===== config.mk =====
export PLATFORM = sky130hd
export DESIGN_NAME = mem_arbiter2
export DESIGN_NICKNAME = d
export VERILOG_FILES = /design/src/rtl/mem_arbiter2.sv
export SDC_FILE = /design/constraint.sdc
export NUM_CORES = 1
export LEC_CHECK = 0
export CELL_PAD_IN_SITES_DETAIL_PLACEMENT = 1
export CELL_PAD_IN_SITES_GLOBAL_PLACEMENT = 1
export CORE_MARGIN = 2
export CORE_UTILIZATION = 29
export DETAILED_ROUTE_END_ITERATION = 12
export GPL_TIMING_DRIVEN = 0
export PLACE_DENSITY = 0.82
export SYNTH_ARGS = -nofsm -noshare
export SYNTH_HDL_FRONTEND = slang
export SYNTH_SLANG_ARGS = --single-unit

===== constraint.sdc =====
create_clock -name clk -period 3.1 [get_ports clk]
set_clock_uncertainty 0.15 [all_clocks]
set_input_delay 0.62 -clock clk [delete_from_list [all_inputs] [get_ports clk]]
set_output_delay 0.62 -clock clk [all_outputs]
set_load 0.005 [all_outputs]

===== src/rtl/mem_arbiter2.sv =====
// mem_arbiter2: two-master round-robin arbiter in front of one picorv32-style
// native memory port. The winning request is registered onto the slave port.
// The response goes back to the granted master only. A slave that never
// answers is cut off after TIMEOUT cycles, and the abort is flagged.
module mem_arbiter2 #(
  parameter int unsigned TIMEOUT = 32'd255
) (
  input  logic        clk,
  input  logic        reset,
  input  logic        m0_valid,
  input  logic        m0_instr,
  input  logic [31:0] m0_addr,
  input  logic [31:0] m0_wdata,
  input  logic [3:0]  m0_wstrb,
  output logic        m0_ready,
  output logic [31:0] m0_rdata,
  input  logic        m1_valid,
  input  logic        m1_instr,
  input  logic [31:0] m1_addr,
  input  logic [31:0] m1_wdata,
  input  logic [3:0]  m1_wstrb,
  output logic        m1_ready,
  output logic [31:0] m1_rdata,
  output logic        s_valid,
  output logic        s_instr,
  output logic [31:0] s_addr,
  output logic [31:0] s_wdata,
  output logic [3:0]  s_wstrb,
  input  logic        s_ready,
  input  logic [31:0] s_rdata,
  output logic        timeout_err
);

  typedef enum logic [1:0] {
    ST_IDLE   = 2'd0,
    ST_GRANT0 = 2'd1,
    ST_GRANT1 = 2'd2,
    ST_RESP   = 2'd3
  } state_t;

  // A TIMEOUT of zero disables the abort path entirely.
  localparam logic        TO_EN     = (TIMEOUT != 32'd0);
  localparam logic [15:0] TCNT_LAST = (TIMEOUT != 32'd0) ? 16'(TIMEOUT - 32'd1) : 16'd0;

  state_t      state_q, state_d;
  logic        prio_q, prio_d;
  logic        owner_q, owner_d;
  logic [15:0] tcnt_q, tcnt_d;
  logic        s_valid_q, s_valid_d;
  logic        s_instr_q, s_instr_d;
  logic [31:0] s_addr_q, s_addr_d;
  logic [31:0] s_wdata_q, s_wdata_d;
  logic [3:0]  s_wstrb_q, s_wstrb_d;
  logic        m0_ready_q, m0_ready_d;
  logic        m1_ready_q, m1_ready_d;
  logic [31:0] m0_rdata_q, m0_rdata_d;
  logic [31:0] m1_rdata_q, m1_rdata_d;
  logic        timeout_err_q, timeout_err_d;

  logic        win;
  logic        abort;

  // The limit is only meaningful while a transfer is granted.
  assign abort = TO_EN && (tcnt_q == TCNT_LAST);

  // Pick the requester that would win if we are in IDLE: prio breaks ties.
  always_comb begin
    if (m0_valid && m1_valid) begin
      win = prio_q;
    end else if (m1_valid) begin
      win = 1'b1;
    end else begin
      win = 1'b0;
    end
  end

  // State and datapath registers; reset beats every transition.
  always_ff @(posedge clk) begin
    if (reset) begin
      state_q       <= ST_IDLE;
      prio_q        <= 1'b0;
      owner_q       <= 1'b0;
      tcnt_q        <= 16'd0;
      s_valid_q     <= 1'b0;
      s_instr_q     <= 1'b0;
      s_addr_q      <= 32'd0;
      s_wdata_q     <= 32'd0;
      s_wstrb_q     <= 4'd0;
      m0_ready_q    <= 1'b0;
      m1_ready_q    <= 1'b0;
      m0_rdata_q    <= 32'd0;
      m1_rdata_q    <= 32'd0;
      timeout_err_q <= 1'b0;
    end else begin
      state_q       <= state_d;
      prio_q        <= prio_d;
      owner_q       <= owner_d;
      tcnt_q        <= tcnt_d;
      s_valid_q     <= s_valid_d;
      s_instr_q     <= s_instr_d;
      s_addr_q      <= s_addr_d;
      s_wdata_q     <= s_wdata_d;
      s_wstrb_q     <= s_wstrb_d;
      m0_ready_q    <= m0_ready_d;
      m1_ready_q    <= m1_ready_d;
      m0_rdata_q    <= m0_rdata_d;
      m1_rdata_q    <= m1_rdata_d;
      timeout_err_q <= timeout_err_d;
    end
  end

  // Next-state: grant on a request, leave GRANT on completion or abort.
  always_comb begin
    state_d = state_q;
    case (state_q)
      ST_IDLE: begin
        if (m0_valid || m1_valid) begin
          state_d = win ? ST_GRANT1 : ST_GRANT0;
        end else begin
          state_d = ST_IDLE;
        end
      end
      ST_GRANT0, ST_GRANT1: begin
        if (s_ready || abort) begin
          state_d = ST_RESP;
        end else begin
          state_d = state_q;
        end
      end
      ST_RESP: state_d = ST_IDLE;
      default: state_d = ST_IDLE;
    endcase
  end

  // Datapath: latch the winner's request, route the reply, pulse ready/abort.
  always_comb begin
    prio_d        = prio_q;
    owner_d       = owner_q;
    tcnt_d        = tcnt_q;
    s_valid_d     = s_valid_q;
    s_instr_d     = s_instr_q;
    s_addr_d      = s_addr_q;
    s_wdata_d     = s_wdata_q;
    s_wstrb_d     = s_wstrb_q;
    m0_rdata_d    = m0_rdata_q;
    m1_rdata_d    = m1_rdata_q;
    m0_ready_d    = 1'b0;
    m1_ready_d    = 1'b0;
    timeout_err_d = 1'b0;
    case (state_q)
      ST_IDLE: begin
        if (m0_valid || m1_valid) begin
          owner_d   = win;
          tcnt_d    = 16'd0;
          s_valid_d = 1'b1;
          if (win) begin
            s_instr_d = m1_instr;
            s_addr_d  = m1_addr;
            s_wdata_d = m1_wdata;
            s_wstrb_d = m1_wstrb;
          end else begin
            s_instr_d = m0_instr;
            s_addr_d  = m0_addr;
            s_wdata_d = m0_wdata;
            s_wstrb_d = m0_wstrb;
          end
        end else begin
          s_valid_d = 1'b0;
        end
      end
      ST_GRANT0, ST_GRANT1: begin
        // A late s_ready on the limit cycle still counts as a completion.
        if (s_ready) begin
          s_valid_d = 1'b0;
          prio_d    = ~owner_q;
          if (owner_q) begin
            m1_rdata_d = s_rdata;
            m1_ready_d = 1'b1;
          end else begin
            m0_rdata_d = s_rdata;
            m0_ready_d = 1'b1;
          end
        end else if (abort) begin
          s_valid_d     = 1'b0;
          prio_d        = ~owner_q;
          timeout_err_d = 1'b1;
          if (owner_q) begin
            m1_rdata_d = 32'd0;
            m1_ready_d = 1'b1;
          end else begin
            m0_rdata_d = 32'd0;
            m0_ready_d = 1'b1;
          end
        end else begin
          tcnt_d = tcnt_q + 16'd1;
        end
      end
      ST_RESP: s_valid_d = 1'b0;
      default: s_valid_d = 1'b0;
    endcase
  end

  assign s_valid     = s_valid_q;
  assign s_instr     = s_instr_q;
  assign s_addr      = s_addr_q;
  assign s_wdata     = s_wdata_q;
  assign s_wstrb     = s_wstrb_q;
  assign m0_ready    = m0_ready_q;
  assign m1_ready    = m1_ready_q;
  assign m0_rdata    = m0_rdata_q;
  assign m1_rdata    = m1_rdata_q;
  assign timeout_err = timeout_err_q;

endmodule


==> impl_summary.log <==
INFO  metric fp-row-count = 54
INFO  metric report.final.setup_viol = 0
INFO  metric detail_route.drc_violations = 0
INFO  metric die-height = 152.5 um
INFO  metric wire_per_inst = 18.42 um
INFO  metric cts_sinks = 157
INFO  metric htree_levels = 4
INFO  metric run_status = finished, final reports clean
INFO  metric cts_hold_buffers = 0
INFO  metric maxSlewViolCount = 0
INFO  metric dp_worst_setup_slack = -98.67 ps
INFO  metric place.detailed.hpwl = 19590 um
INFO  metric cts.reportedPaths.clkPinSlew = 70 ps
INFO  metric syn_to_final_growth = 62.83%
INFO  metric final.setup.tns = 0 ps
INFO  metric maximum_number_of_pins_on_one_net_before_global_route_repair = 17
INFO  metric fin_ws = 312.3 ps
INFO  metric grt_first_pass_wirelength = 39150 um
INFO  metric finalCoreUtilization = 47.84%
INFO  metric initialDrtViolationCount = 358
INFO  metric synth-warning-count = 0
INFO  metric cp-end-kind = flip-flop
INFO  metric grtUsageTotal = 21.09%
INFO  metric io_buffers = 310
INFO  metric fin_total_pwr = 7.823 mW
INFO  metric ant_nets = 0
INFO  metric synthesis.area_per_instance = 8.781 sq um
INFO  metric arrival_time_of_data_at_the_critical_path_endpoint = 2970 ps
INFO  metric timing.rr.end = tcnt_q[13]$_SDFFE_PP0P_
INFO  metric cts_setup_buffers = 0
INFO  metric worst_ir_drop_vdd = 0.3495 mV
INFO  metric timing.reg2reg.worst_path_depth = 7
INFO  metric skew_pair_late_insertion_delay = 420 ps
INFO  metric final_min_period_over_clock_period = 89.92%
INFO  metric min-delay-path-class = flip-flop to flip-flop
INFO  metric via_per_inst = 5.110
INFO  metric design_area = 10410 sq um
INFO  metric cts.root.buffer_cell = sky130_fd_sc_hd__clkbuf_16
INFO  metric synth-edff-count = 0
INFO  metric netlist_instances = 728
INFO  metric critical_path.reg2reg.startpoint = state_q[0]$_SDFFE_PP0P_
INFO  metric via_count_of_the_first_global_routing_pass = 7307
INFO  metric design.die.area = 23250 sq um
INFO  metric grt_setup_unrepaired = false
INFO  metric fmaxAchievable = 358.7 MHz
INFO  metric initial_core_utilization = 29.38%
INFO  metric tritoncts = done
INFO  metric grt-ovfl-total = 0
INFO  metric antenna_cells = 0
INFO  metric io_pins = 312
INFO  metric grt_antenna_before_repair = 0
INFO  metric synth_async_sr_flop_share = 0%
INFO  metric ys_dominant_reg_cell = sky130_fd_sc_hd__dfxtp_1
INFO  metric worst_slew_margin_rel = 34.33%
INFO  metric routabilityCongestion = 0.8146
INFO  metric critPathMaxFanout = 10
INFO  metric start_kind = primary input
INFO  metric syn_nets = 906
INFO  metric cts_inserted_buffers = 17
INFO  metric fp.dieW = 152.5 um
INFO  metric core_region_area = 21760 sq um
INFO  metric 1st_pass_router_iterations = 5
INFO  metric netlist_area = 6392 sq um
INFO  metric postCtsResizedCells = 0
INFO  metric final_hold_viol_count = 0
INFO  metric drive_above_1_share = 4.019%
INFO  metric cts-root-to-sink-buffers = 2
INFO  metric postSynthRegisterBits = 157
INFO  metric path_class = primary input to flip-flop
INFO  metric number_of_nets_in_the_finished_design = 1235
INFO  metric worst_pin_slew = 977.5 ps
INFO  metric max_cap_viol_count = 0
INFO  metric post_synth_num_cell_types = 41
INFO  metric crit_required = 3290 ps
INFO  metric crit_path_start = m0_valid
INFO  metric routed-via-count = 6898
INFO  metric yosysSeqAreaShare = 49.17%
INFO  metric power.density_cell_area = 751.6 nW/um^2
INFO  metric whs_path_depth = 2
INFO  metric setup.worst_path.end = state_q[0]$_SDFFE_PP0P_
INFO  metric leakage = 3.837 nW
INFO  metric detail_route.wirelength = 24860 um
INFO  metric placed_area = 9846 sq um
INFO  metric reg2reg_slack = 420 ps
INFO  metric final.fill_count = 2551
INFO  metric layout_min_cycle_time = 2788 ps
-- flip-flops by register name (all words and copies together), names as in the netlist --
name         cells
state_q          2
s_wstrb          4
timeout_err      1
s_addr          32
owner_q          1
s_valid          1
s_wdata         32
m0_rdata        32
prio_q           1
s_instr          1
m1_rdata        32
m0_ready         1
tcnt_q          16
m1_ready         1
-- layer usage --
metal,track usage (%),vias up,part of all wire [%]
met5,0,-,0
met2,38.57,239,52
met1,23.50,3309,39
li1,-,3310,-
met3,5.347,40,6.2
met4,8.069,0,3.2
-- power by group --
group / switching (mW) / internal (mW) / total (mW)
clock: 0.898 / 1.12 / 2.02
combinational: 1.70 / 1.43 / 3.13
sequential: 0.233 / 2.44 / 2.67
-- layout make-up --
cell class,count,area (sq um),share of cell area [%]
clock inverters,13,130.1,1.250
well taps,280,350.3,3.366
plain buffers,65,261.5,2.512
inverters,10,37.54,0.3606
clock buffers,19,432.9,4.159
repair buffers,310,3103,29.81
multi-input cells,496,2950,28.34
flip-flops and latches,157,3143,30.20
-- cells in the final DEF (no fill, tap or decap), drive strengths merged, types with 7 or more instances in the layout --
cell and instances:
o21ai 16, a211oi 51, nand3 42, clkbuf 75
nand4 35, nor3 7, nor2 80, a21oi 70
dfxtp 157, a222oi 18, mux2i 54, nand2 79
inv 16, clkdlybuf4s50 310, buf 9
-- how the worst min path moves through the flow --
| stage | start | endpoint | slack (ps) |
|---|---|---|---|
| floorplan | m0_rdata[0]$_SDFFE_PP0P_ | m0_rdata[0]$_SDFFE_PP0P_ | 300 |
| finish | m1_rdata[31]$_SDFFE_PP0P_ | m1_rdata[31]$_SDFFE_PP0P_ | 310 |
| detailed placement | m1_rdata[31]$_SDFFE_PP0P_ | m1_rdata[31]$_SDFFE_PP0P_ | 300 |
| global route | m0_rdata[31]$_SDFFE_PP0P_ | m0_rdata[31]$_SDFFE_PP0P_ | 320 |
| global placement | m1_rdata[24]$_SDFFE_PP0P_ | m1_rdata[24]$_SDFFE_PP0P_ | 290 |
| CTS | m1_rdata[31]$_SDFFE_PP0P_ | m1_rdata[31]$_SDFFE_PP0P_ | 310 |
-- cells in the mapped netlist, drive strengths merged, types with 2 or more instances --
master / n / area [sq um]
a211oi: 51 / 382.9
a21oi: 70 / 350.3
a222oi: 18 / 180.2
a31oi: 5 / 31.28
and2: 2 / 12.51
and3: 4 / 25.02
and4: 2 / 20.02
buf: 9 / 51.30
clkbuf: 56 / 210.2
dfxtp: 157 / 3143
ha: 3 / 37.54
inv: 10 / 37.54
mux2i: 54 / 540.5
nand2: 79 / 296.5
nand3: 42 / 210.2
nand4: 35 / 219.0
nor2: 80 / 300.3
nor3: 7 / 35.03
nor4b: 2 / 17.52
o211ai: 3 / 22.52
o21ai: 16 / 80.07
o311ai: 2 / 17.52
o31ai: 3 / 22.52
o41ai: 2 / 17.52
or3: 3 / 18.77
-- metrics by stage --
stage | hold slack, ps | std cells
3_3_place_gp | 291.3 | 1318
6_report | 306.5 | 1350
3_5_place_dp | 298.5 | 1318
2_1_floorplan | 302.7 | 728
5_1_grt | 323.2 | 1350
4_1_cts | 307.7 | 1350
-- cells by family (layout without fill, tap and decap cells) --
| group | count (synthesis) | count (layout) | synth area share (%) |
|---|---|---|---|
| compound gates | 177 | 177 | 18.34 |
| fa+ha+maj | 3 | 3 | 0.5873 |
| buf+inv | 75 | 417 | 4.678 |
| flops | 157 | 157 | 49.17 |
| mux | 54 | 54 | 8.456 |
| simple gates | 262 | 262 | 18.77 |
-- critical path, stage by stage --
cell,delay (ps)
sky130_fd_sc_hd__clkdlybuf4s50_1,520
sky130_fd_sc_hd__inv_1,50
sky130_fd_sc_hd__o21ai_0,150
sky130_fd_sc_hd__clkbuf_1,440
sky130_fd_sc_hd__and2_1,210
sky130_fd_sc_hd__clkbuf_1,370
sky130_fd_sc_hd__buf_2,330
sky130_fd_sc_hd__a21oi_1,70
sky130_fd_sc_hd__nor3_1,210
(Power assumes the default switching activity.)
